<file path="config.mk">
export PLATFORM = sky130hd
export DESIGN_NAME = umi_splitter_buf_flat
export DESIGN_NICKNAME = d
export VERILOG_FILES = /design/src/rtl/umi_splitter_buf_pkg.sv /design/src/rtl/umi_splitter_buf_if.sv /design/src/rtl/umi_splitter_lane.sv /design/src/rtl/umi_splitter_buf.sv /design/src/flat_wrapper.sv
export SDC_FILE = /design/constraint.sdc
export NUM_CORES = 1
export LEC_CHECK = 0
export BUFFER_PORTS_ARGS = -buffer_cell sky130_fd_sc_hd__buf_2
export CORE_AREA = 2 2 306 308
export CTS_CLUSTER_SIZE = 16
export DETAILED_ROUTE_END_ITERATION = 10
export DIE_AREA = 0 0 308 310
export PLACE_DENSITY = 0.74
export SYNTH_ARGS = -nofsm -noshare
export SYNTH_HDL_FRONTEND = slang
export SYNTH_SLANG_ARGS = --single-unit
</file>
<file path="constraint.sdc">
create_clock -name clk -period 4.85 [get_ports clk]
set_input_delay 0.7275 -clock clk [delete_from_list [all_inputs] [get_ports clk]]
set_output_delay 0.7275 -clock clk [all_outputs]
set_load 0.01 [all_outputs]
</file>
<file path="src/rtl/umi_splitter_buf_pkg.sv">
// Shared UMI definitions for the buffered 1:2 splitter: opcode constants,
// the request-flag bit position and the lane selector type.
package umi_splitter_buf_pkg;

  localparam logic [7:0] UMI_REQ_READ   = 8'h01;
  localparam logic [7:0] UMI_REQ_WRITE  = 8'h03;
  localparam logic [7:0] UMI_RESP_READ  = 8'h02;
  localparam logic [7:0] UMI_RESP_WRITE = 8'h04;

  // Odd opcodes are requests; everything else, including 0x00, is a response.
  localparam int UMI_REQ_BIT = 0;

  typedef enum logic {
    LANE_RESP = 1'b0,
    LANE_REQ  = 1'b1
  } lane_e;

endpackage

</file>
<file path="src/rtl/umi_splitter_buf_if.sv">
// Merged input stream plus the response and request output lanes.
// master drives the input and the output readies; slave is the splitter.
interface umi_splitter_buf_if #(
  parameter int UW = 256
);

  logic          umi_in_valid;
  logic [UW-1:0] umi_in_packet;
  logic          umi_in_ready;

  logic          umi_resp_out_valid;
  logic [UW-1:0] umi_resp_out_packet;
  logic          umi_resp_out_ready;

  logic          umi_req_out_valid;
  logic [UW-1:0] umi_req_out_packet;
  logic          umi_req_out_ready;

  modport master (
    output umi_in_valid, umi_in_packet, umi_resp_out_ready, umi_req_out_ready,
    input  umi_in_ready, umi_resp_out_valid, umi_resp_out_packet,
           umi_req_out_valid, umi_req_out_packet
  );

  modport slave (
    input  umi_in_valid, umi_in_packet, umi_resp_out_ready, umi_req_out_ready,
    output umi_in_ready, umi_resp_out_valid, umi_resp_out_packet,
           umi_req_out_valid, umi_req_out_packet
  );

endinterface

</file>
<file path="src/rtl/umi_splitter_lane.sv">
// Two-entry synchronous FIFO for one splitter lane. The caller never pushes
// while o_full is set, so no overflow guard is needed here.
module umi_splitter_lane #(
  parameter int UW = 256
) (
  input  logic          clk,
  input  logic          nreset,
  input  logic          i_push,
  input  logic [UW-1:0] i_packet,
  output logic          o_full,
  output logic          o_valid,
  output logic [UW-1:0] o_packet,
  input  logic          i_ready
);

  logic [UW-1:0] r_mem [2];
  logic [1:0]    r_count;
  logic          r_rd_ptr;

  logic w_pop;
  logic w_wr_ptr;

  assign w_pop    = o_valid & i_ready;
  // Write slot sits one past the head when a single entry is held.
  assign w_wr_ptr = r_rd_ptr ^ r_count[0];

  assign o_full   = (r_count == 2'd2);
  assign o_valid  = (r_count != 2'd0);
  assign o_packet = r_mem[r_rd_ptr];

  always_ff @(posedge clk or negedge nreset) begin
    if (!nreset) begin
      r_count  <= 2'd0;
      r_rd_ptr <= 1'b0;
      // NOTE: storage is reset because the idle output packet must read as all-zero.
      for (int i = 0; i < 2; i++) begin
        r_mem[i] <= '0;
      end
    end else begin
      if (i_push) begin
        r_mem[w_wr_ptr] <= i_packet;
      end
      if (w_pop) begin
        r_rd_ptr <= ~r_rd_ptr;
      end
      case ({i_push, w_pop})
        2'b10:   r_count <= r_count + 2'd1;
        2'b01:   r_count <= r_count - 2'd1;
        default: r_count <= r_count;
      endcase
    end
  end

endmodule

</file>
<file path="src/rtl/umi_splitter_buf.sv">
// Buffered 1:2 UMI splitter: responses go to lane 0, requests to lane 1,
// each through its own 2-entry FIFO so a stalled lane never blocks the other.
module umi_splitter_buf
  import umi_splitter_buf_pkg::*;
#(
  parameter int AW = 64,
  parameter int UW = 256
) (
  input  logic               clk,
  input  logic               nreset,
  umi_splitter_buf_if.slave  bus
);

  if (AW < 1) begin : g_bad_aw
    $error("umi_splitter_buf: AW must be positive");
  end

  lane_e      w_sel;
  logic [1:0] w_full;
  logic       w_in_xfer;
  logic       r_en;

  assign w_sel = lane_e'(bus.umi_in_packet[UMI_REQ_BIT]);

  // Ready follows the addressed lane only; a same-cycle pop does not flow through.
  assign bus.umi_in_ready = r_en & ~w_full[w_sel];
  assign w_in_xfer        = bus.umi_in_valid & bus.umi_in_ready;

  always_ff @(posedge clk or negedge nreset) begin
    if (!nreset) begin
      r_en <= 1'b0;
    end else begin
      // NOTE: sequential state always uses non-blocking assignment.
      r_en <= 1'b1;
    end
  end

  umi_splitter_lane #(.UW(UW)) u_resp_lane (
    .clk      (clk),
    .nreset   (nreset),
    .i_push   (w_in_xfer & (w_sel == LANE_RESP)),
    .i_packet (bus.umi_in_packet),
    .o_full   (w_full[LANE_RESP]),
    .o_valid  (bus.umi_resp_out_valid),
    .o_packet (bus.umi_resp_out_packet),
    .i_ready  (bus.umi_resp_out_ready)
  );

  umi_splitter_lane #(.UW(UW)) u_req_lane (
    .clk      (clk),
    .nreset   (nreset),
    .i_push   (w_in_xfer & (w_sel == LANE_REQ)),
    .i_packet (bus.umi_in_packet),
    .o_full   (w_full[LANE_REQ]),
    .o_valid  (bus.umi_req_out_valid),
    .o_packet (bus.umi_req_out_packet),
    .i_ready  (bus.umi_req_out_ready)
  );

endmodule
</file>
<file path="src/flat_wrapper.sv">
// flat-port wrapper written by rule: the top's interface ports become plain ports
module umi_splitter_buf_flat import umi_splitter_buf_pkg::*;
#(
  parameter int AW = 64,
  parameter int UW = 256
)
  (clk, nreset, bus_umi_in_valid, bus_umi_in_packet, bus_umi_resp_out_ready, bus_umi_req_out_ready, bus_umi_in_ready, bus_umi_resp_out_valid, bus_umi_resp_out_packet, bus_umi_req_out_valid, bus_umi_req_out_packet);
  umi_splitter_buf_if #(.UW(UW)) bus_i ();
  input  logic clk;
  input  logic nreset;
  input wire logic [$bits(bus_i.umi_in_valid)-1:0] bus_umi_in_valid;
  input wire logic [$bits(bus_i.umi_in_packet)-1:0] bus_umi_in_packet;
  input wire logic [$bits(bus_i.umi_resp_out_ready)-1:0] bus_umi_resp_out_ready;
  input wire logic [$bits(bus_i.umi_req_out_ready)-1:0] bus_umi_req_out_ready;
  output wire logic [$bits(bus_i.umi_in_ready)-1:0] bus_umi_in_ready;
  output wire logic [$bits(bus_i.umi_resp_out_valid)-1:0] bus_umi_resp_out_valid;
  output wire logic [$bits(bus_i.umi_resp_out_packet)-1:0] bus_umi_resp_out_packet;
  output wire logic [$bits(bus_i.umi_req_out_valid)-1:0] bus_umi_req_out_valid;
  output wire logic [$bits(bus_i.umi_req_out_packet)-1:0] bus_umi_req_out_packet;
  assign bus_i.umi_in_valid = bus_umi_in_valid;
  assign bus_i.umi_in_packet = bus_umi_in_packet;
  assign bus_i.umi_resp_out_ready = bus_umi_resp_out_ready;
  assign bus_i.umi_req_out_ready = bus_umi_req_out_ready;
  assign bus_umi_in_ready = bus_i.umi_in_ready;
  assign bus_umi_resp_out_valid = bus_i.umi_resp_out_valid;
  assign bus_umi_resp_out_packet = bus_i.umi_resp_out_packet;
  assign bus_umi_req_out_valid = bus_i.umi_req_out_valid;
  assign bus_umi_req_out_packet = bus_i.umi_req_out_packet;
  umi_splitter_buf #(.AW(AW), .UW(UW)) u_core (.clk(clk), .nreset(nreset), .bus(bus_i));
endmodule
</file>
* Word-level counts from Yosys, hierarchy flattened
Index checks and enable logic that the tools add are counted.
Storage, ports and cells: register bits after elaboration 1031, latch bits 0, bits in writable memories 0, memory bits (read-only) 0, input port bits 261, output and inout bits 515, memories 0
Cells by class: add/subtract/negate cells 4, $mul 0, divide/modulo/power cells 0, magnitude comparators 7, eq/ne operators 6, shift-type cells 0, multiplexer cells 16, bitwise gates (word level) 16, reduce and logical (&&, ||, !) cells 6
Operators with widths (count):
- two-way mux 256 bit | 8
- bitwise mux 512 bit | 2
- demux 256 bit (select 1 bit) | 2
- equality test 2 bit, second input constant | 4
- >= comparator 2 bit, second input constant | 4
- inverter 1 -> 2 bit | 4
- case mux 2 bit (2 select lines) | 2
- nonzero test 2 bit | 4
- bitwise AND 1 bit | 6
- adder 2 x 1 -> 2 bit, second input constant | 2
- equality test 2 x 1 -> 1 bit, second input constant | 2
- < comparator 2 x 1 -> 1 bit, second input constant | 2
- inverter 1 bit | 4
- subtractor 2 x 1 -> 2 bit, second input constant | 2
- logical AND 1 bit | 2
- < comparator 1 x 2 -> 1 bit, second input constant | 1
- two-way mux 1 bit | 2
- bitwise XOR 1 bit | 2

* Depth between registers and ports, before layout
depth in word-level cells 9, gate-level depth with buffers 7

* Cells and area by module
A second synthesis with hierarchy kept.
Second synthesis, totals: cells, all modules 2771, area, all modules 46726.1 um^2
Modules (own cells, without submodules):
- umi_splitter_lane | instances 2, cells each 1382, area each 23332.4 um^2, sequential area each 12887.4 um^2
- umi_splitter_buf | instances 1, cells each 7, area each 61.3 um^2, sequential area each 25.0 um^2

* Worst setup path after synthesis
OpenSTA, ideal clock, no wires.
kind reg2out, start register u_core.u_req_lane.r_rd_ptr, end output bus_umi_req_out_packet[189], data arrival time 1526 ps, slack 2597 ps, stages on the path, launching flop included 5, buffers on the path 3, cell sequence dfrtp_1 buf_2 clkbuf_1 clkbuf_1 mux2_2
Between the ends: cells in the longest elaborated chain, start to end 4
RTL lines:
- from (decl) | line umi_splitter_lane.sv:18 | logic r_rd_ptr;
- from (signal assigned) | line umi_splitter_lane.sv:44 | r_rd_ptr <= ~r_rd_ptr;
- inverter 1 -> 2 bit (implied by the code) | line umi_splitter_lane.sv:29 | assign o_packet = r_mem[r_rd_ptr];
- two-way mux 256 bit (implied by the code) (3 in series) | line umi_splitter_lane.sv:29
- to (decl) | line flat_wrapper.sv:19 | output wire logic [$bits(bus_i.umi_req_out_packet)-1:0] bus_umi_req_out_packet;
Every way passes these cells. The select of a mux whose other input is x is not followed.

* Worst setup path in the final report
start register u_core.u_req_lane.r_rd_ptr, end output bus_umi_req_out_packet[156]
The elaborated chain is that of the path after synthesis.

==> results.sh <==
export IMPL_post_cts_buffers=0
export IMPL_drt_iter0_drc=1270
export IMPL_coreArea_mm2=0.09249
export IMPL_synthFlopType="dfrtp_1"
export IMPL_port_buffer_count=775
export IMPL_layout_setup_ws_ns=1.035
export IMPL_cts_tree="done"
export IMPL_dp_hpwl_um=75870
export IMPL_cp_num_buf_inv=2
export IMPL_p_per_area_mw_per_mm2=744.4
export IMPL_grt_max_degree=156
export IMPL_io_pins=776
export IMPL_cp_slowest_stage_delay_ns=0.87
export IMPL_cp_data_arrival_time_ns=3.09
export IMPL_crit_family="flip-flops"
export IMPL_yosys_warnings=0
export IMPL_hold_viol_final=0
export IMPL_cts_max_path_buffers=3
export IMPL_detail_route_antenna_nets=0
export IMPL_fp_dieH_um=310
export IMPL_postSynthAreaPerCell_um2=16.09
export IMPL_timing_fmax_mhz=262.1
export IMPL_drc=0
export IMPL_final_nets=3811
export IMPL_maxCapViolations=0
export IMPL_setup_viol=0
export IMPL_first_pass_iters=4
export IMPL_start_kind="flop"
export IMPL_pre_cts_ws_ns=1.754
export IMPL_antenna_found_initial=27
export IMPL_rrSetupSlack_ns=1.80
export IMPL_wl_um=111500
export IMPL_ir_drop_v=0.0004395
export IMPL_cellLeakagePower_nw=24.20
export IMPL_clk_pin_slew_ns=0.06
export IMPL_cp_slowest_cell="dfrtp_4"
export IMPL_clock_sinks=1031
export IMPL_numCtsBuffers=106
export IMPL_reg2reg_from="u_core.u_req_lane.r_rd_ptr"
export IMPL_wl_per_cell_um=22.99
export IMPL_synth_seq_cells=1031
export IMPL_grtUsageTotal=0.2273
export IMPL_root_buffer="clkbuf_16"
export IMPL_post_route_cells_drive_above_1_share=0.6790
export IMPL_status="finished, final reports clean"
export IMPL_grt_pass1_wl_um=167500
export IMPL_area_growth_pct=19.12
export IMPL_syn_nets=3039
export IMPL_report_final_slew_viol_count=0
export IMPL_clk_latency_ns=0.68
export IMPL_die_w_um=308
export IMPL_async_flop_share=1.000
export IMPL_synthesis_instances=2776
export IMPL_setup_tns_ns=0
export IMPL_vias=26131
export IMPL_reg2reg_depth=4
export IMPL_cts_hold_buffers=0
export IMPL_routabilityCongestion=0.8476
export IMPL_std_cell_rows=112
export IMPL_nFillCells=7375
export IMPL_r2r_end="u_core.u_req_lane.r_mem[334]"
export IMPL_fin_crit_sh=0.7866
export IMPL_multiInputGateArea_mm2=0.01757
export IMPL_design_area_mm2=0.05320
export IMPL_regArea_mm2=0.02581
export IMPL_slew_headroom=0.2220
export IMPL_crit_required_ns=4.12
export IMPL_synth_edf_count=0
export IMPL_grt_pass1_vias=27141
export IMPL_crit_type="flop to output pin"
export IMPL_hp_class="input port to async pin"
export IMPL_placed_area_mm2=0.04954
export IMPL_grt_overflow_total=0
export IMPL_worst_pin_slew_ns=1.167
export IMPL_ys_types=25
export IMPL_vias_per_cell=5.387
export IMPL_dieArea_mm2=0.09548
export IMPL_start_util=0.4829
export IMPL_finClkSkew_ns=0.01663
export IMPL_ctsResizeCount=0
export IMPL_synth_area_mm2=0.04467
export IMPL_critPathMaxFanout=155
export IMPL_endpoint_kind="output pin"
export IMPL_htree_levels=3
export IMPL_rsz0062_at_grt="no"
export IMPL_yosysSeqAreaShare=0.5776
export IMPL_path_cells="buf_12 > mux2_2 > buf_2"
export IMPL_period_needed_ns=3.815
==> cells in the final DEF, fill, tap and decap left out, drive strengths merged, types with 4 or more instances in the layout <==
cell type,n
mux2,1532
dfrtp,1031
buf,836
clkbuf,155
clkinv,25
diode,18
bufinv,10
xnor2,5
or2,4
nand2b,4
a21oi,4
clkinvlp,4
==> worst max path at each step <==
stage                               startpoint                            to  depth (start not counted)
floorplan           u_core.u_req_lane.r_rd_ptr   bus_umi_req_out_packet[189]                          4
global route        u_core.u_req_lane.r_rd_ptr   bus_umi_req_out_packet[183]                          3
global placement    u_core.u_req_lane.r_rd_ptr  u_core.u_req_lane.r_mem[333]                          4
detailed placement  u_core.u_req_lane.r_rd_ptr  u_core.u_req_lane.r_mem[327]                          4
finish              u_core.u_req_lane.r_rd_ptr   bus_umi_req_out_packet[156]                          3
CTS                 u_core.u_req_lane.r_rd_ptr    bus_umi_req_out_packet[76]                          3
==> logic make-up (layout without fill, tap and decap cells) <==
| group | after synthesis | in the layout | synth area share |
|---|---|---|---|
| other | 1 | 19 | 0.00008396 |
| buffers and inverters | 173 | 1033 | 0.02961 |
| XOR/XNOR | 8 | 8 | 0.001569 |
| multiplexers | 1532 | 1532 | 0.3862 |
| adder cells (fa/ha/maj) | 2 | 2 | 0.0005602 |
| flip-flops | 1031 | 1031 | 0.5776 |
| AO/OA/AOI/OAI | 6 | 6 | 0.001177 |
| AND/OR/NAND/NOR | 23 | 23 | 0.003137 |
==> sequential cells by signal, summed over array words and instances (netlist names) <==
name                         count
u_core.u_req_lane.r_mem        512
u_core.u_resp_lane.r_mem       512
u_core.u_req_lane.r_count        2
u_core.u_resp_lane.r_count       2
u_core.u_resp_lane.r_rd_ptr      1
u_core.r_en                      1
u_core.u_req_lane.r_rd_ptr       1
==> area by class of cell <==
cell class | instances | share of cell area
Antenna cell | 18 | 0.0008466
Clock buffer | 155 | 0.05806
Clock inverter | 41 | 0.009924
Inverter | 1 | 0.00007055
Multi-Input combinational cell | 1572 | 0.3303
Sequential cell | 1031 | 0.4851
Tap cell | 1197 | 0.02815
Timing Repair Buffer | 836 | 0.08758
==> synthesized netlist by cell type, drive strengths merged, types with 2 or more instances <==
library cell  number  area share
and2               2     0.00028
a21oi              4     0.00078
dfrtp           1031        0.58
ha                 2     0.00056
mux2            1532        0.39
clkbuf            54      0.0045
nor2b              2     0.00028
nand2              2     0.00017
nand2b             4     0.00056
nor2               2     0.00017
xor2               3     0.00059
xnor2              5     0.00098
or3b               2     0.00039
or3                2     0.00028
buf              118       0.025
or2                4     0.00056
nand3b             2     0.00034
==> through the flow <==
stage	power, mW	utilization	instances	hold slack [ns]
final	39.60	0.5752	4851	0.1294
after global routing	41.66	0.5751	4847	0.1631
after CTS	39.89	0.5748	4833	0.1224
after detailed placement	31.35	0.5356	4637	0.4633
after global placement	30.96	0.5356	4637	0.4481
after floorplan	25.07	-	2776	0.4319
==> power breakdown <==
group	internal (mW)	switching (mW)	leakage (nW)	total, mW
logic	8.66	7.20	9.93	15.9
clock network	4.95	3.41	1.78	8.36
registers	12.9	2.51	12.5	15.4
total	26.5	13.1	24.2	39.6
==> per-layer routing <==
layer  track usage  share of wire  vias up  routed length, um
met4        0.1122          0.049       18               5442
met2        0.3752           0.49      675              54410
met1        0.2764           0.40    13614              44730
met5             0         0.0011        -                122
met3       0.06123          0.061      247               6831
li1              -              -    11577                  -
No activity file was read; power rests on OpenSTA's default activity.
